==> src/rtl/l2_mem_bridge.sv <==
// Bridges 64-bit L2 requests from the coherence bus controller onto a 32-bit word
// memory bus as two beats, low word first, with alignment, error and timeout handling.
module l2_mem_bridge #(
    parameter int TIMEOUT_CYCLES = 64
) (
    input  logic        CLK,
    input  logic        RST,
    input  logic        l2REN,
    input  logic        l2WEN,
    input  logic [31:0] l2addr,
    input  logic [63:0] l2store,
    output logic [63:0] l2load,
    output logic [1:0]  l2state,
    output logic        mem_ren,
    output logic        mem_wen,
    output logic [31:0] mem_addr,
    output logic [31:0] mem_wdata,
    input  logic [31:0] mem_rdata,
    input  logic        mem_busy,
    input  logic        mem_error
);

    localparam int CW = (TIMEOUT_CYCLES > 2) ? $clog2(TIMEOUT_CYCLES) : 1;
    localparam logic [CW-1:0] CNT_LAST = CW'(TIMEOUT_CYCLES - 1);

    typedef enum logic [1:0] {
        L2_FREE   = 2'd0,
        L2_BUSY   = 2'd1,
        L2_ACCESS = 2'd2,
        L2_ERROR  = 2'd3
    } l2_state_t;

    typedef enum logic [2:0] {
        IDLE = 3'd0,
        RD0  = 3'd1,
        RD1  = 3'd2,
        WR0  = 3'd3,
        WR1  = 3'd4,
        DONE = 3'd5,
        ERR  = 3'd6
    } state_t;

    function automatic l2_state_t l2state_of(input state_t st);
        case (st)
            IDLE:                    l2state_of = L2_FREE;
            RD0, RD1, WR0, WR1:      l2state_of = L2_BUSY;
            DONE:                    l2state_of = L2_ACCESS;
            ERR:                     l2state_of = L2_ERROR;
            default:                 l2state_of = L2_ERROR;
        endcase
    endfunction

    state_t        state_r, state_s;
    logic [CW-1:0] cnt_r, cnt_s;
    logic [31:0]   addr_r, base_s, mem_addr_s;
    logic [63:0]   store_r, store_s;
    logic [31:0]   mem_wdata_s;
    logic [63:0]   l2load_r;
    l2_state_t     l2state_r;
    logic          mem_ren_r, mem_wen_r;
    logic [31:0]   mem_addr_r, mem_wdata_r;
    logic          lat_s, lo_en_s, hi_en_s;

    // Next-state, timeout counter and capture-enable logic.
    always_comb begin
        state_s = state_r;
        cnt_s   = cnt_r;
        lat_s   = 1'b0;
        lo_en_s = 1'b0;
        hi_en_s = 1'b0;
        case (state_r)
            IDLE: begin
                cnt_s = {CW{1'b0}};
                if (l2REN ^ l2WEN) begin
                    lat_s = 1'b1;
                    if (l2addr[2:0] != 3'b000) begin
                        state_s = ERR;
                    end else if (l2REN) begin
                        state_s = RD0;
                    end else begin
                        state_s = WR0;
                    end
                end else if (l2REN & l2WEN) begin
                    state_s = ERR;
                end else begin
                    state_s = IDLE;
                end
            end
            RD0, RD1, WR0, WR1: begin
                if (mem_busy) begin
                    if (cnt_r == CNT_LAST) begin
                        state_s = ERR;
                        cnt_s   = {CW{1'b0}};
                    end else begin
                        cnt_s = cnt_r + CW'(1);
                    end
                end else begin
                    cnt_s = {CW{1'b0}};
                    if (mem_error) begin
                        state_s = ERR;
                    end else begin
                        case (state_r)
                            RD0:     begin state_s = RD1;  lo_en_s = 1'b1; end
                            RD1:     begin state_s = DONE; hi_en_s = 1'b1; end
                            WR0:     state_s = WR1;
                            WR1:     state_s = DONE;
                            default: state_s = ERR;
                        endcase
                    end
                end
            end
            DONE, ERR: begin
                state_s = IDLE;
                cnt_s   = {CW{1'b0}};
            end
            default: begin
                state_s = IDLE;
                cnt_s   = {CW{1'b0}};
            end
        endcase
    end

    // Memory-bus address and write data for the upcoming state; the request is
    // taken straight from the inputs on the acceptance cycle.
    always_comb begin
        base_s      = lat_s ? {l2addr[31:3], 3'b000} : addr_r;
        store_s     = lat_s ? l2store : store_r;
        mem_addr_s  = 32'd0;
        mem_wdata_s = 32'd0;
        case (state_s)
            RD0:     mem_addr_s = base_s;
            RD1:     mem_addr_s = base_s + 32'd4;
            WR0:     begin mem_addr_s = base_s;         mem_wdata_s = store_s[31:0];  end
            WR1:     begin mem_addr_s = base_s + 32'd4; mem_wdata_s = store_s[63:32]; end
            default: begin mem_addr_s = 32'd0;          mem_wdata_s = 32'd0;          end
        endcase
    end

    // State, request latches, read data and registered bus outputs.
    always_ff @(posedge CLK) begin
        if (RST) begin
            state_r     <= IDLE;
            cnt_r       <= {CW{1'b0}};
            addr_r      <= 32'd0;
            store_r     <= 64'd0;
            l2load_r    <= 64'd0;
            l2state_r   <= L2_FREE;
            mem_ren_r   <= 1'b0;
            mem_wen_r   <= 1'b0;
            mem_addr_r  <= 32'd0;
            mem_wdata_r <= 32'd0;
        end else begin
            state_r <= state_s;
            cnt_r   <= cnt_s;
            if (lat_s) begin
                addr_r  <= {l2addr[31:3], 3'b000};
                store_r <= l2store;
            end
            if (lo_en_s) begin
                l2load_r[31:0] <= mem_rdata;
            end
            if (hi_en_s) begin
                l2load_r[63:32] <= mem_rdata;
            end
            l2state_r   <= l2state_of(state_s);
            mem_ren_r   <= (state_s == RD0) || (state_s == RD1);
            mem_wen_r   <= (state_s == WR0) || (state_s == WR1);
            mem_addr_r  <= mem_addr_s;
            mem_wdata_r <= mem_wdata_s;
        end
    end

    assign l2load    = l2load_r;
    assign l2state   = l2state_r;
    assign mem_ren   = mem_ren_r;
    assign mem_wen   = mem_wen_r;
    assign mem_addr  = mem_addr_r;
    assign mem_wdata = mem_wdata_r;

endmodule

==> config.mk <==
export PLATFORM = sky130hd
export DESIGN_NAME = l2_mem_bridge
export DESIGN_NICKNAME = d
export VERILOG_FILES = /design/src/rtl/l2_mem_bridge.sv
export SDC_FILE = /design/constraint.sdc
export NUM_CORES = 1
export LEC_CHECK = 0
export BUFFER_PORTS_ARGS = -buffer_cell sky130_fd_sc_hd__buf_2
export CAP_MARGIN = 20
export CELL_PAD_IN_SITES_DETAIL_PLACEMENT = 1
export CELL_PAD_IN_SITES_GLOBAL_PLACEMENT = 1
export CORE_ASPECT_RATIO = 0.8
export CORE_MARGIN = 2
export CORE_UTILIZATION = 40
export CTS_CLUSTER_DIAMETER = 30
export DETAILED_ROUTE_END_ITERATION = 12
export GPL_ROUTABILITY_DRIVEN = 0
export PLACE_DENSITY_LB_ADDON = 0.2
export SLEW_MARGIN = 40
export SYNTH_ARGS = -nofsm -noshare
export SYNTH_HDL_FRONTEND = slang
export SYNTH_SLANG_ARGS = --single-unit
==> constraint.sdc <==
create_clock -name CLK -period 8.9 [get_ports CLK]
set_input_delay 1.335 -clock CLK [delete_from_list [all_inputs] [get_ports CLK]]
set_output_delay 1.335 -clock CLK [all_outputs]
set_load 0.005 [all_outputs]
==> results.toml <==
[power_and_ir_drop]
power_density_mw_per_mm2 = 344
intPower_mw = 2.86
peakVddDrop_mv = 0.203
switchingPower_mw = 1.29
p_leak_nw = 5.10
combPwrFrac_pct = 23.3
p_clk_share_pct = 44.6
power_mw = 4.14
power.share.sequential_pct = 32.2
swShare_pct = 31.0

[synth]
yosys_most_used_dff = "dfxtp_1"
yosysMostFrequentCell = "nand2_1"
netlist_area_mm2 = 0.00882
synth_xor_area_share_pct = 3.36
synth_top_area_share_pct = 53.8
ys_warn_count = 0
synth_area_leaders = "dfxtp_1 (54%), nand2_1 (12%), a21oi_1 (7.7%)"
synth_top_family_by_area = "simple AND/OR/NAND/NOR gates"
yosysSeqAreaShare_pct = 53.8
synthMuxAreaShare_pct = 3.42
synth_compound_area_share_pct = 15.3
synth_cell_types = 56
synthAdderAreaFrac_pct = 0.426
synth.largest_area_cell = "dfxtp_1"
syn_nets = 1151
yosys_register_bits = 237
synth-async-reset-ratio_pct = 0
synthSimpleGateAreaFrac_pct = 20.3
synthCells = 1014
synth-edff-count = 0
ys_top_cells_by_count = "nand2_1 (284), dfxtp_1 (237), a21oi_1 (136)"
avgSynthCellArea_um2 = 8.70

[clock_network]
clock_latency_ns = 0.52
cts_sinks = 237
h-tree-depth = 2
cts_root_buf = "clkbuf_16"
clock_path_buffers = 3
holdBufCountCts = 0
cts_setup_buffers = 0
clkTransAtPathRegs_ns = 0.05
cts_resized = 0
cts_buffers = 46
tritoncts = "built"

[grt]
grt_pass1_vias = 8260
grt_max_degree = 102
grt-ovfl-total = 0
grt_pass1_wl_mm = 43.8
antenna_found_initial = 3
gr-usage-all-layers_pct = 23.5

[drt]
drcViolationCount = 0
routed_wl_mm = 28.1
dr.pass1.iters = 5
first_iter_violations = 410
viasPerCell = 5.14
wire_per_inst_um = 17.7
final_antenna_net_count = 0
via_count = 8143

[critical_path]
cp_slowest_cell = "or4b_2"
slowest_delay_ns = 0.74
worstPathArrival_ns = 4.64
worstSetupPathType = "input pin to flip-flop"
crit_chain = "buf_2 > ha_1 > or4b_4 > buf_12 > nand2_1 > inv_1 > ha_1 > inv_1 > or4b_2 > a22oi_4 > nand3_1 > xnor2_1 > o22ai_1"
end_kind = "flip-flop"
path_buf_inv = 4
worstPathMaxFanout = 45
timing.critical_path.required_ns = 9.26
startpoint_type = "input pin"
cpLargestDelayFamily = "simple AND/OR/NAND/NOR gates"

[finish]
finalNonFillerCells = 1584
nets = 1406
fillers = 2575
drive_gt1_share_pct = 28.7
syn2layout_area_growth_pct = 36.4

[floorplan]
row_count = 48
die_w_um = 170
start_util_pct = 40.8
num_io_pins = 266
die_area_mm2 = 0.0233
die_h_um = 137
core_mm2 = 0.0216

[timing]
grt_setup_unrepaired = "false"
slew_headroom_pct = 45.9
worst_slew_pin_slew_ns = 0.811
fmax_mhz = 234
finalCritPeriodShare_pct = 48.0
fin_setup_tns_ns = 0
finClkSkew_ns = 0.0139
hold_viol = 0
setup_viol = 0
min_period_ns = 4.28
drv_slew = 0
postLayoutSetupSlackWorst_ns = 4.62
hold-worst-slack_ns = 0.438

[worst_hold_path]
hp-class = "flip-flop to flip-flop"

[placement]
placed_cells = 1496
dp_slack_ns = 4.12
portBuffers = 265
dp_hpwl_mm = 18.0

[flow_run]
cap_violations = 0

[run_status]
status = "complete, no violations"
[tightest hold or removal path, cell delays in order, from the launching register on]
cell and delay (ns):
dfxtp_1 0.29, nand2_1 0.07, nor2_1 0.04
[routing by layer]
metal  GRT usage (%)  vias to the layer above  part of all wire (%)
li1                -                     3950                     -
met2            37.3                      248                    46
met5               0                        -                 0.046
met1            32.3                     3895                    46
met3            4.68                       48                   5.3
met4            7.93                        2                   2.3
[placed cells by master (no fill, tap or decap), types with 3 or more instances in the layout]
cell type / instances
and2_1: 3
clkinv_2: 5
clkinvlp_4: 7
nor3b_1: 3
xnor2_1: 19
o22ai_1: 27
inv_1: 8
dfxtp_1: 237
bufinv_16: 9
nand2b_1: 3
diode_2: 3
buf_2: 264
and3_1: 4
xor2_1: 13
a22o_1: 32
o21ai_0: 5
clkbuf_16: 46
nand3_1: 21
nor3_1: 3
clkinv_4: 3
clkbuf_8: 7
a21oi_1: 136
mux2i_1: 29
ha_1: 3
nor2_1: 60
clkbuf_1: 5
nand2_1: 284
buf_4: 8
nand4_1: 12
[flip-flops by register name, indices dropped and copies added, names as in the netlist]
| signal | flops |
|---|---|
| l2load | 64 |
| store_r | 64 |
| addr_r | 32 |
| mem_addr | 32 |
| mem_wdata | 32 |
| cnt_r | 6 |
| state_r | 3 |
| l2state | 2 |
| mem_ren | 1 |
| mem_wen | 1 |
[per-stage QoR]
| stage | utilization (%) | area (µm²) |
|---|---|---|
| final | 55.6 | 12000 |
| after detailed placement | 47.9 | 10300 |
| after floorplan | - | 8820 |
| after global placement | 47.7 | 10300 |
| after CTS | 55.6 | 12000 |
| after global routing | 55.6 | 12000 |
[layout make-up]
class                   instances  area, µm²  share of cell area (%)
clock inverters                27        408                    3.39
multi-input cells             701       3810                    31.6
well taps                     275        344                    2.86
clock buffers                  58       1270                    10.5
diodes                          3       7.51                  0.0624
repair buffers                275       1420                    11.8
inverters                       8       30.0                   0.250
flip-flops and latches        237       4740                    39.4
[path summary, 6_finish.rpt]
kind                   start            to  slack, ns  cells after the start
setup / recovery       l2REN  mem_addr[28]       4.62                     13
hold / removal     addr_r[0]   mem_addr[0]       0.44                      2
setup reg to reg  state_r[0]  mem_addr[28]       5.31                     11
hold reg to reg    addr_r[0]   mem_addr[0]       0.44                      2
[cell families (layout without fill, tap and decap cells)]
kind of cell | after synthesis | in the layout
xor gates and xnor gates | 33 | 33
muxes | 30 | 30
DFF | 237 | 237
AOI/OAI and AO/OA | 217 | 217
and+or+nand+nor | 418 | 418
adders and majority gates | 3 | 3
other | 0 | 3
buffers and inverters | 76 | 368
[power groups by stage]
| stage | logic, mW | registers [mW] | clock network (mW) |
|---|---|---|---|
| floorplan | 0.633 | 1.33 | 0 |
| global placement | 0.925 | 1.34 | 0 |
| CTS | 0.974 | 1.33 | 1.87 |
| global route | 1.06 | 1.35 | 1.93 |
| detailed placement | 0.959 | 1.35 | 0 |
| finish | 0.964 | 1.33 | 1.85 |
Note: power is estimated with default switching activity, not from simulation.
